`src/rtl/conv_pkg.sv`:
```
// Shared definitions for the 2x2-output convolution sequencer.
// Holds the sequencer state encoding and the geometry/data-width constants
// used by pe_conv_sequencer and conv_tap_index.
package conv_pkg;

    localparam int IMG_N  = 4;   // input image is IMG_N x IMG_N
    localparam int KER_N  = 3;   // kernel is KER_N x KER_N
    localparam int OUT_N  = 2;   // output is OUT_N x OUT_N
    localparam int TAPS   = 9;   // KER_N * KER_N multiply-accumulates per output
    localparam int DATA_W = 8;   // operand width

    typedef enum logic [2:0] {
        S_IDLE,
        S_CLR,
        S_FEED,
        S_DRAIN,
        S_STORE,
        S_DONE
    } state_t;

endpackage

```
`src/rtl/conv_tap_index.sv`:
```
// Maps (output window, tap number) to the image and kernel byte indices.
// Ports: i_window (0=C11,1=C12,2=C21,3=C22), i_tap (0..8),
//        o_img_idx / o_ker_idx byte indices into the row-major img / ker buses.
module conv_tap_index
    import conv_pkg::*;
(
    input  logic [1:0] i_window,
    input  logic [3:0] i_tap,
    output logic [3:0] o_img_idx,
    output logic [3:0] o_ker_idx
);

    logic [1:0] w_row;
    logic [1:0] w_col;
    logic [1:0] w_r;
    logic [1:0] w_c;

    always_comb begin
        w_row = 2'(i_tap / 4'(KER_N));
        w_col = 2'(i_tap % 4'(KER_N));
        // Window bit 1 selects the row offset, bit 0 the column offset.
        w_r   = {1'b0, i_window[1]} + w_row;
        w_c   = {1'b0, i_window[0]} + w_col;
        // Row stride of the image is 4 bytes, so {row, col} is the byte index.
        o_img_idx = {w_r, w_c};
        // Flipped kernel: tap t pairs with b[3-t/3][3-t%3], i.e. byte 8-t.
        o_ker_idx = 4'(TAPS - 1) - i_tap;
    end

endmodule

```
`src/rtl/pe_conv_sequencer.sv`:
```
// Sequences one 2x2 "valid" convolution (4x4 image, 3x3 kernel) through a single
// MAC processing element: per output window CLR, 9 FEED taps, DRAIN, STORE.
// Ports: i_start/i_abort job control, i_img/i_ker operands (snapshotted at start),
//        o_pe_rst/o_pe_on/o_pe_a/o_pe_w PE drive, o_c_we result strobes, o_busy, o_done.
module pe_conv_sequencer
    import conv_pkg::*;
#(
    parameter int DRAIN_CYC = 1
) (
    input  logic                            i_clk,
    input  logic                            i_rst,
    input  logic                            i_start,
    input  logic                            i_abort,
    input  logic [IMG_N*IMG_N*DATA_W-1:0]   i_img,
    input  logic [KER_N*KER_N*DATA_W-1:0]   i_ker,
    output logic                            o_pe_rst,
    output logic                            o_pe_on,
    output logic [DATA_W-1:0]               o_pe_a,
    output logic [DATA_W-1:0]               o_pe_w,
    output logic [OUT_N*OUT_N-1:0]          o_c_we,
    output logic                            o_busy,
    output logic                            o_done
);

    state_t                          r_state, w_state;
    logic [1:0]                      r_window, w_window;
    logic [3:0]                      r_tap, w_tap;
    logic [1:0]                      r_drain, w_drain;
    logic [IMG_N*IMG_N*DATA_W-1:0]   r_img;
    logic [KER_N*KER_N*DATA_W-1:0]   r_ker;
    logic                            w_load;
    logic                            w_aborted;

    logic                            w_pe_rst, w_pe_on, w_busy, w_done;
    logic [DATA_W-1:0]               w_pe_a, w_pe_w;
    logic [OUT_N*OUT_N-1:0]          w_c_we;
    logic [3:0]                      w_img_idx, w_ker_idx;

    // Indices are computed from the next-state counters so that the operands
    // registered at this edge belong to the tap the state register will hold.
    conv_tap_index u_tap_index (
        .i_window  (w_window),
        .i_tap     (w_tap),
        .o_img_idx (w_img_idx),
        .o_ker_idx (w_ker_idx)
    );

    // Next-state and counter logic.
    always_comb begin
        w_state   = r_state;
        w_window  = r_window;
        w_tap     = r_tap;
        w_drain   = r_drain;
        w_load    = 1'b0;
        w_aborted = 1'b0;
        case (r_state)
            S_IDLE: begin
                if (i_start && !i_abort) begin
                    w_state  = S_CLR;
                    w_window = 2'd0;
                    w_load   = 1'b1;
                end
            end
            S_CLR: begin
                w_state = S_FEED;
                w_tap   = 4'd0;
            end
            S_FEED: begin
                if (r_tap == 4'(TAPS - 1)) begin
                    w_state = S_DRAIN;
                    w_drain = 2'd0;
                end else begin
                    w_tap = r_tap + 4'd1;
                end
            end
            S_DRAIN: begin
                if (r_drain == 2'(DRAIN_CYC - 1)) begin
                    w_state = S_STORE;
                end else begin
                    w_drain = r_drain + 2'd1;
                end
            end
            S_STORE: begin
                if (r_window == 2'd3) begin
                    w_state = S_DONE;
                end else begin
                    w_state  = S_CLR;
                    w_window = r_window + 2'd1;
                end
            end
            S_DONE: begin
                w_state  = S_IDLE;
                w_window = 2'd0;
            end
            default: w_state = S_IDLE;
        endcase
        // Abort wins over every normal transition outside IDLE.
        if (i_abort && (r_state != S_IDLE)) begin
            w_state   = S_IDLE;
            w_window  = 2'd0;
            w_tap     = 4'd0;
            w_drain   = 2'd0;
            w_aborted = 1'b1;
        end
    end

    // Output values for the state being entered; registered below so every
    // output is a flop and lines up with the state register.
    always_comb begin
        w_pe_rst = 1'b0;
        w_pe_on  = 1'b0;
        w_pe_a   = '0;
        w_pe_w   = '0;
        w_c_we   = '0;
        w_busy   = 1'b0;
        w_done   = 1'b0;
        case (w_state)
            S_IDLE: begin
                // One-cycle accumulator clear after an abort.
                w_pe_rst = w_aborted;
            end
            S_CLR: begin
                w_pe_rst = 1'b1;
                w_pe_on  = 1'b1;
                w_busy   = 1'b1;
            end
            S_FEED: begin
                w_pe_on = 1'b1;
                w_busy  = 1'b1;
                // Snapshot is already loaded: FEED is only entered from CLR.
                w_pe_a  = r_img[{w_img_idx, 3'b000} +: DATA_W];
                w_pe_w  = r_ker[{w_ker_idx, 3'b000} +: DATA_W];
            end
            S_DRAIN: begin
                w_pe_on = 1'b1;
                w_busy  = 1'b1;
            end
            S_STORE: begin
                // PE held (pe_on low) while its result is captured.
                w_c_we = 4'b0001 << w_window;
                w_busy = 1'b1;
            end
            S_DONE: begin
                w_done = 1'b1;
            end
            default: ;
        endcase
    end

    always_ff @(posedge i_clk) begin
        if (i_rst) begin
            r_state  <= S_IDLE;
            r_window <= '0;
            r_tap    <= '0;
            r_drain  <= '0;
            r_img    <= '0;
            r_ker    <= '0;
            o_pe_rst <= 1'b0;
            o_pe_on  <= 1'b0;
            o_pe_a   <= '0;
            o_pe_w   <= '0;
            o_c_we   <= '0;
            o_busy   <= 1'b0;
            o_done   <= 1'b0;
        end else begin
            r_state  <= w_state;
            r_window <= w_window;
            r_tap    <= w_tap;
            r_drain  <= w_drain;
            if (w_load) begin
                r_img <= i_img;
                r_ker <= i_ker;
            end
            o_pe_rst <= w_pe_rst;
            o_pe_on  <= w_pe_on;
            o_pe_a   <= w_pe_a;
            o_pe_w   <= w_pe_w;
            o_c_we   <= w_c_we;
            o_busy   <= w_busy;
            o_done   <= w_done;
        end
    end

endmodule

```
`config.mk`:
```
export PLATFORM = sky130hd
export DESIGN_NAME = pe_conv_sequencer
export DESIGN_NICKNAME = d
export VERILOG_FILES = /design/src/rtl/conv_pkg.sv /design/src/rtl/conv_tap_index.sv /design/src/rtl/pe_conv_sequencer.sv
export SDC_FILE = /design/constraint.sdc
export NUM_CORES = 1
export LEC_CHECK = 0
export CAP_MARGIN = 20
export CORE_AREA = 3 3 156 158
export CTS_CLUSTER_DIAMETER = 120
export DETAILED_ROUTE_END_ITERATION = 10
export DIE_AREA = 0 0 159 161
export GPL_TIMING_DRIVEN = 1
export PLACE_DENSITY = 0.86
export SKIP_LAST_GASP = 1
export SLEW_MARGIN = 20
export SYNTH_ARGS = -nofsm -noshare
export SYNTH_HDL_FRONTEND = slang
export SYNTH_SLANG_ARGS = --single-unit
```
`constraint.sdc`:
```
create_clock -name i_clk -period 5.01 [get_ports i_clk]
set_input_delay 0.501 -clock i_clk [delete_from_list [all_inputs] [get_ports i_clk]]
set_output_delay 0.501 -clock i_clk [all_outputs]
set_load 0.03 [all_outputs]
```
**Yosys cells after proc, flatten, opt, wreduce, memory -nomap -nowiden**

Cells that the tools add are included.

- Add/subtract/negate cells: 6
- Shifts and indexed selects: 3
- Mux-type cells: 23
- Divide/modulo/power cells: 2
- Equal/unequal tests: 14
- Reduce and logical (&&, ||, !) cells: 14
- Bitwise operators: 2

Operator list:

| operator | number |
|---|---|
| $shiftx A128 B8 Y8 | 1 |
| $shiftx A72 B8 Y8 | 1 |
| $mux W3 | 5 |
| $pmux W3 S5 | 1 |
| $eq A3 B2 Y1 const B | 4 |
| $eq A3 B3 Y1 const B | 4 |
| $mux W2 | 5 |
| $mux W4 | 2 |
| $pmux W4 S2 | 1 |
| $eq A3 B1 Y1 const B | 2 |
| $logic_not A3 Y1 | 2 |
| $mux W1 | 6 |
| $pmux W2 S3 | 1 |
| $reduce_or A2 Y1 | 3 |
| $add A1 B2 Y2 | 2 |
| $add A2 B1 Y2 const B | 2 |
| $add A4 B1 Y4 const B | 1 |
| $div A4 B2 Y4 const B | 1 |
| $eq A4 B4 Y1 const B | 1 |
| $mod A4 B2 Y4 const B | 1 |
| $ne A2 B2 Y1 const B | 2 |
| $pmux W2 S2 | 1 |
| $reduce_or A4 Y1 | 1 |
| $shl A1 B2 Y4 const A | 1 |
| 11 further kinds | 13 |

- Output and inout bits: 24
- Logic and storage cells: 77
- Flip-flop bits (word level): 235

**Longest topological paths before layout**

- Depth after elaboration: 8
- Gate-level depth with buffers: 25

**Cells and area by module**

A second synthesis with hierarchy kept.

- Cells, all modules: 1166
- Area, all modules: 10032.1 µm²

By module, submodules not included:

| module | sequential area each (µm²) | cells each | instances | area each (µm²) |
|---|---|---|---|---|
| pe_conv_sequencer | 4704.5 | 1133 | 1 | 9744.3 |
| conv_tap_index | 0.0 | 33 | 1 | 287.8 |

**Worst setup path before layout**

OpenSTA, ideal clock, no wires.

- Path kind: flip-flop to flip-flop
- From: reg r_tap[1]
- To: reg o_pe_a[6]
- Stages on the path, launching flop included: 24
- Library setup time: 0.134 ns
- Arrival time: 5.078 ns
- Data required time: 4.876 ns
- Path slack: -0.202 ns
- Path through: dfxtp_1 > inv_1 > ha_1 > nand3b_1 > nand2b_1 > a21oi_1 > o31a_1 > clkbuf_1 > ha_1 > o41ai_1 > a311oi_1 > a31oi_1 > xor2_1 > ha_1 > a2111oi_2 > nor3_2 > xnor2_1 > ha_1 > clkbuf_1 > clkbuf_1 > mux2_2 > o21ai_0 > a21oi_1 > or4_1

- Word-level cells in the longest chain between the ends: 7
- Elaborated cells on any way between the ends: 16
- Those cells by class: 3 x add/sub; 2 x div; 2 x eq/ne; 1 x shift; 6 x mux; 1 x bitwise; 1 x reduce/logical

Ends and longest elaborated chain:

| element | RTL line | text |
|---|---|---|
| from (decl) | pe_conv_sequencer.sv:27 | `logic [3:0] r_tap, w_tap;` |
| from (signal assigned) | pe_conv_sequencer.sv:168 | `r_tap <= w_tap;` |
| $add A4 B1 Y4 or $eq A4 B4 Y1 (tied branches) | pe_conv_sequencer.sv:73, pe_conv_sequencer.sv:69 |  |
| $mux W4 or $mux W3 (tied branches) | pe_conv_sequencer.sv:69 | `if (r_tap == 4'(TAPS - 1)) begin` |
| $pmux W4 S2 or $pmux W3 S5 (tied branches) | pe_conv_sequencer.sv:56 | `case (r_state)` |
| $mux W4 or $mux W3 (tied branches) | pe_conv_sequencer.sv:98 | `if (i_abort && (r_state != S_IDLE)) begin` |
| $mod A4 B2 Y4 (tied with other cells) | conv_tap_index.sv:20 | `w_col = 2'(i_tap % 4'(KER_N));` |
| $add A1 B2 Y2 (tied with other cells) | conv_tap_index.sv:23 | `w_c = {1'b0, i_window[0]} + w_col;` |
| $shiftx A128 B8 Y8 or $reduce_or A2 Y1 (tied branches) | -- |  |
| to (signal assigned) | pe_conv_sequencer.sv:176 | `o_pe_a <= w_pe_a;` |
| to (decl) | pe_conv_sequencer.sv:18 | `output logic [DATA_W-1:0] o_pe_a,` |

Several ways; a longest one is shown, not always the timed one.
A chain may end at the register's enable or synchronous reset.

**Worst setup path in the final report**

- From: reg r_tap[0]
- To: reg o_pe_a[6]

The elaborated chain is that of the path after synthesis.

==> flow_metrics.tcl <==
set metrics [dict create \
    numCtsBuffers 25 \
    crit_path_end_kind "flip-flop" \
    root_buffer "clkbuf_16" \
    die_width_um 159 \
    synth_ff_type "dfxtp_1" \
    hold_path_end "r_tap[2]" \
    antenna_left 0 \
    first_pass_iters 7 \
    timing.final.crit_share_pct 101 \
    grt_pass1_wl_um 49600 \
    yosysSeqAreaShare_pct 45.3 \
    final_common_cell "nand2_1" \
    start_util_pct 44.6 \
    grt_max_degree 77 \
    drc 0 \
    hold_class "input pin to flip-flop" \
    fin_worst_skew_ps 14.0 \
    hp-start "i_rst" \
    final_layout_size_suffix_gt1_share_pct 12.7 \
    die-area_mm2 0.0256 \
    crit_type "flip-flop to flip-flop" \
    synth_area_mm2 0.0104 \
    min_period_ps 5040 \
    fill_cells 1893 \
    fin_ws_ps -31.1 \
    grt_pass1_vias 9551 \
    r2r-start "r_tap[0]" \
    synth.distinct_cells 54 \
    syn2layout_area_growth_pct 38.5 \
    clock_latency_ps 520 \
    most-common-layout-cells "nand2_1, a21oi_1, dfxtp_1" \
    boundaryPins 228 \
    ctsHoldBuffers 0 \
    clock_path_buffers 3 \
    synth_area_leaders "dfxtp_1, nand2_1, a21oi_1" \
    port_buffers 227 \
    setup_viol 1 \
    clkSlewWorstSetupHoldPaths_ps 60 \
    r2r_setup_slack_ps -30 \
    wl_per_cell_um 18.2 \
    peakVddDrop_mv 0.309 \
    power.leakage_nw 4.98 \
    maxSlewHeadroom_pct 38.2 \
    synth_edf_count 0 \
    hold_depth 2 \
    cp_data_arrival_time_ps 5430 \
    power_density_mw_per_mm2 303 \
    maxCapViolCount 0 \
    syn_avg_cell_area_um2 8.07 \
    cts_max_level 1 \
    yosysWarnings 0 \
    synth-async-reset-ratio_pct 0 \
    dp_hpwl_um 22300 \
    gr-total-overflow 0 \
    yosysTopAreaCell "dfxtp_1" \
    status "finished with violations" \
    tightestPinTransition_ps 920 \
    layout.nets 1700 \
    rows 56 \
    cts_tree "yes" \
    finalWirelength_um 33200 \
    tns_ps -31.1 \
    slew_viol_final 0 \
    syn_inst 1286 \
    drt-vias-per-instance 5.69 \
    synth_fp_nets 1500 \
    r2r_cells 21 \
    core_area_mm2 0.0233 \
    die_h_um 161 \
    crit_fanout 16 \
    yosysTopAreaCellShare_pct 45.3 \
    dpl_worst_slack_ps -325 \
    hold_viol 0 \
    drtIter0Drc 842 \
    rr_endpoint "o_pe_a[6]" \
    vias 10400 \
    cts_sinks 235 \
    worst_setup_path_start_kind "flip-flop" \
    fmax_mhz 198 \
    cp.required_ps 5400 \
    violations "setup timing" \
    synth_seq_cells 235 \
    antenna_found_initial 2 \
    globalplace.congestion 0.880 \
    grt_usage_pct 23.4 \
]
==> worst max-delay path by stage <==
| stage | startpoint | end | slack [ps] | depth (start not counted) |
|---|---|---|---|---|
| global placement | i_abort | o_pe_a[3] | -70 | 21 |
| detailed placement | i_abort | o_pe_a[3] | -330 | 21 |
| CTS | r_tap[0] | o_pe_a[3] | 10 | 22 |
| global route | r_state[1] | o_pe_a[6] | -160 | 21 |
| floorplan | r_tap[0] | o_pe_a[6] | 60 | 24 |
| finish | r_tap[0] | o_pe_a[6] | -30 | 21 |
==> power by group <==
| part | internal, mW | switching (mW) |
|---|---|---|
| clock network | 1.13 | 0.751 |
| logic | 0.248 | 0.214 |
| registers | 1.95 | 0.0639 |
==> through the flow <==
stage	util [%]	area, um2	cells	total power [mW]	hold WS, ps
5_1_grt	61.8	14400	1823	4.50	387
2_1_floorplan	-	10400	1286	2.24	433
4_1_cts	59.9	13900	1809	4.36	366
3_5_place_dp	56.0	13000	1763	2.49	446
3_3_place_gp	56.0	13000	1763	2.48	439
6_report	61.8	14400	1824	4.36	378
==> kinds of logic (layout without fill, tap and decap cells) <==
family	count (synthesis)	after routing	synth area share, %
adder cells (fa/ha/maj)	10	10	1.20
AND/OR/NAND/NOR	495	495	19.6
flip-flops	235	235	45.3
XOR/XNOR	8	9	0.747
buffers and inverters	118	335	4.61
multiplexers	59	59	7.96
AO/OA/AOI/OAI	361	361	20.6
other	0	1	0
==> cells in the mapped netlist, drive strengths merged, types with 2 or more instances <==
cell	number
xor2	4
nand2b	6
a221oi	8
or4	8
dfxtp	235
a21o	2
nor3b	3
and2	2
nand3	7
mux4	16
nor2	32
ha	10
clkbuf	93
a21oi	241
a31oi	3
nor4b	2
o21ai	31
or2	2
nor2b	5
buf	13
mux2i	17
inv	12
nand3b	3
nor3	6
o221ai	64
nand2	413
mux2	26
xnor2	4
or3b	2
==> sequential cells by signal, summed over array words and instances, names as in the netlist <==
name / count
o_c_we: 4
r_window: 2
r_drain: 2
o_done: 1
r_ker: 72
r_img: 128
o_pe_a: 8
o_pe_rst: 1
r_tap: 4
o_pe_w: 8
o_pe_on: 1
o_busy: 1
r_state: 3
==> what timing repair did <==
action | 4_1_cts | 5_1_grt
gates cloned | 0 | 7
endpoints found under the setup margin | 8 | 8
gates resized for setup | 7 | 52
setup buffers | 1 | 7
pin swaps | 1 | 12
==> per-layer routing <==
| layer | wire [um] | global-route usage, % |
|---|---|---|
| met3 | 3290 | 5.80 |
| met5 | 27 | 0 |
| met2 | 15900 | 40.3 |
| met4 | 1320 | 6.92 |
| met1 | 12700 | 29.2 |
==> critical path, stage by stage (launching register included) <==
cell and delay (ps):
dfxtp_4 350, inv_2 40, ha_1 200, nand3b_1 150, nand2b_1 120, a21oi_2 160, o31a_1 180, ha_2 180
o41ai_1 60, a311oi_1 380, a31oi_2 180, xor2_1 280, ha_2 280, nor2_1 60, and4_4 170, nor3_4 250
mux2_4 410, or2_4 360, buf_12 180, o221ai_1 250, a21oi_1 150, or4_1 520
==> cell type report <==
type | count | area [um2] | area share [%]
Multi-Input combinational cell | 934 | 5510 | 38.3
Sequential cell | 235 | 4710 | 32.8
Clock buffer | 32 | 692 | 4.81
Timing Repair Buffer | 278 | 2870 | 19.9
Clock inverter | 13 | 151 | 1.05
Inverter | 12 | 45.0 | 0.313
Antenna cell | 1 | 2.50 | 0.0174
Tap cell | 319 | 399 | 2.78
(Power assumes the default switching activity.)
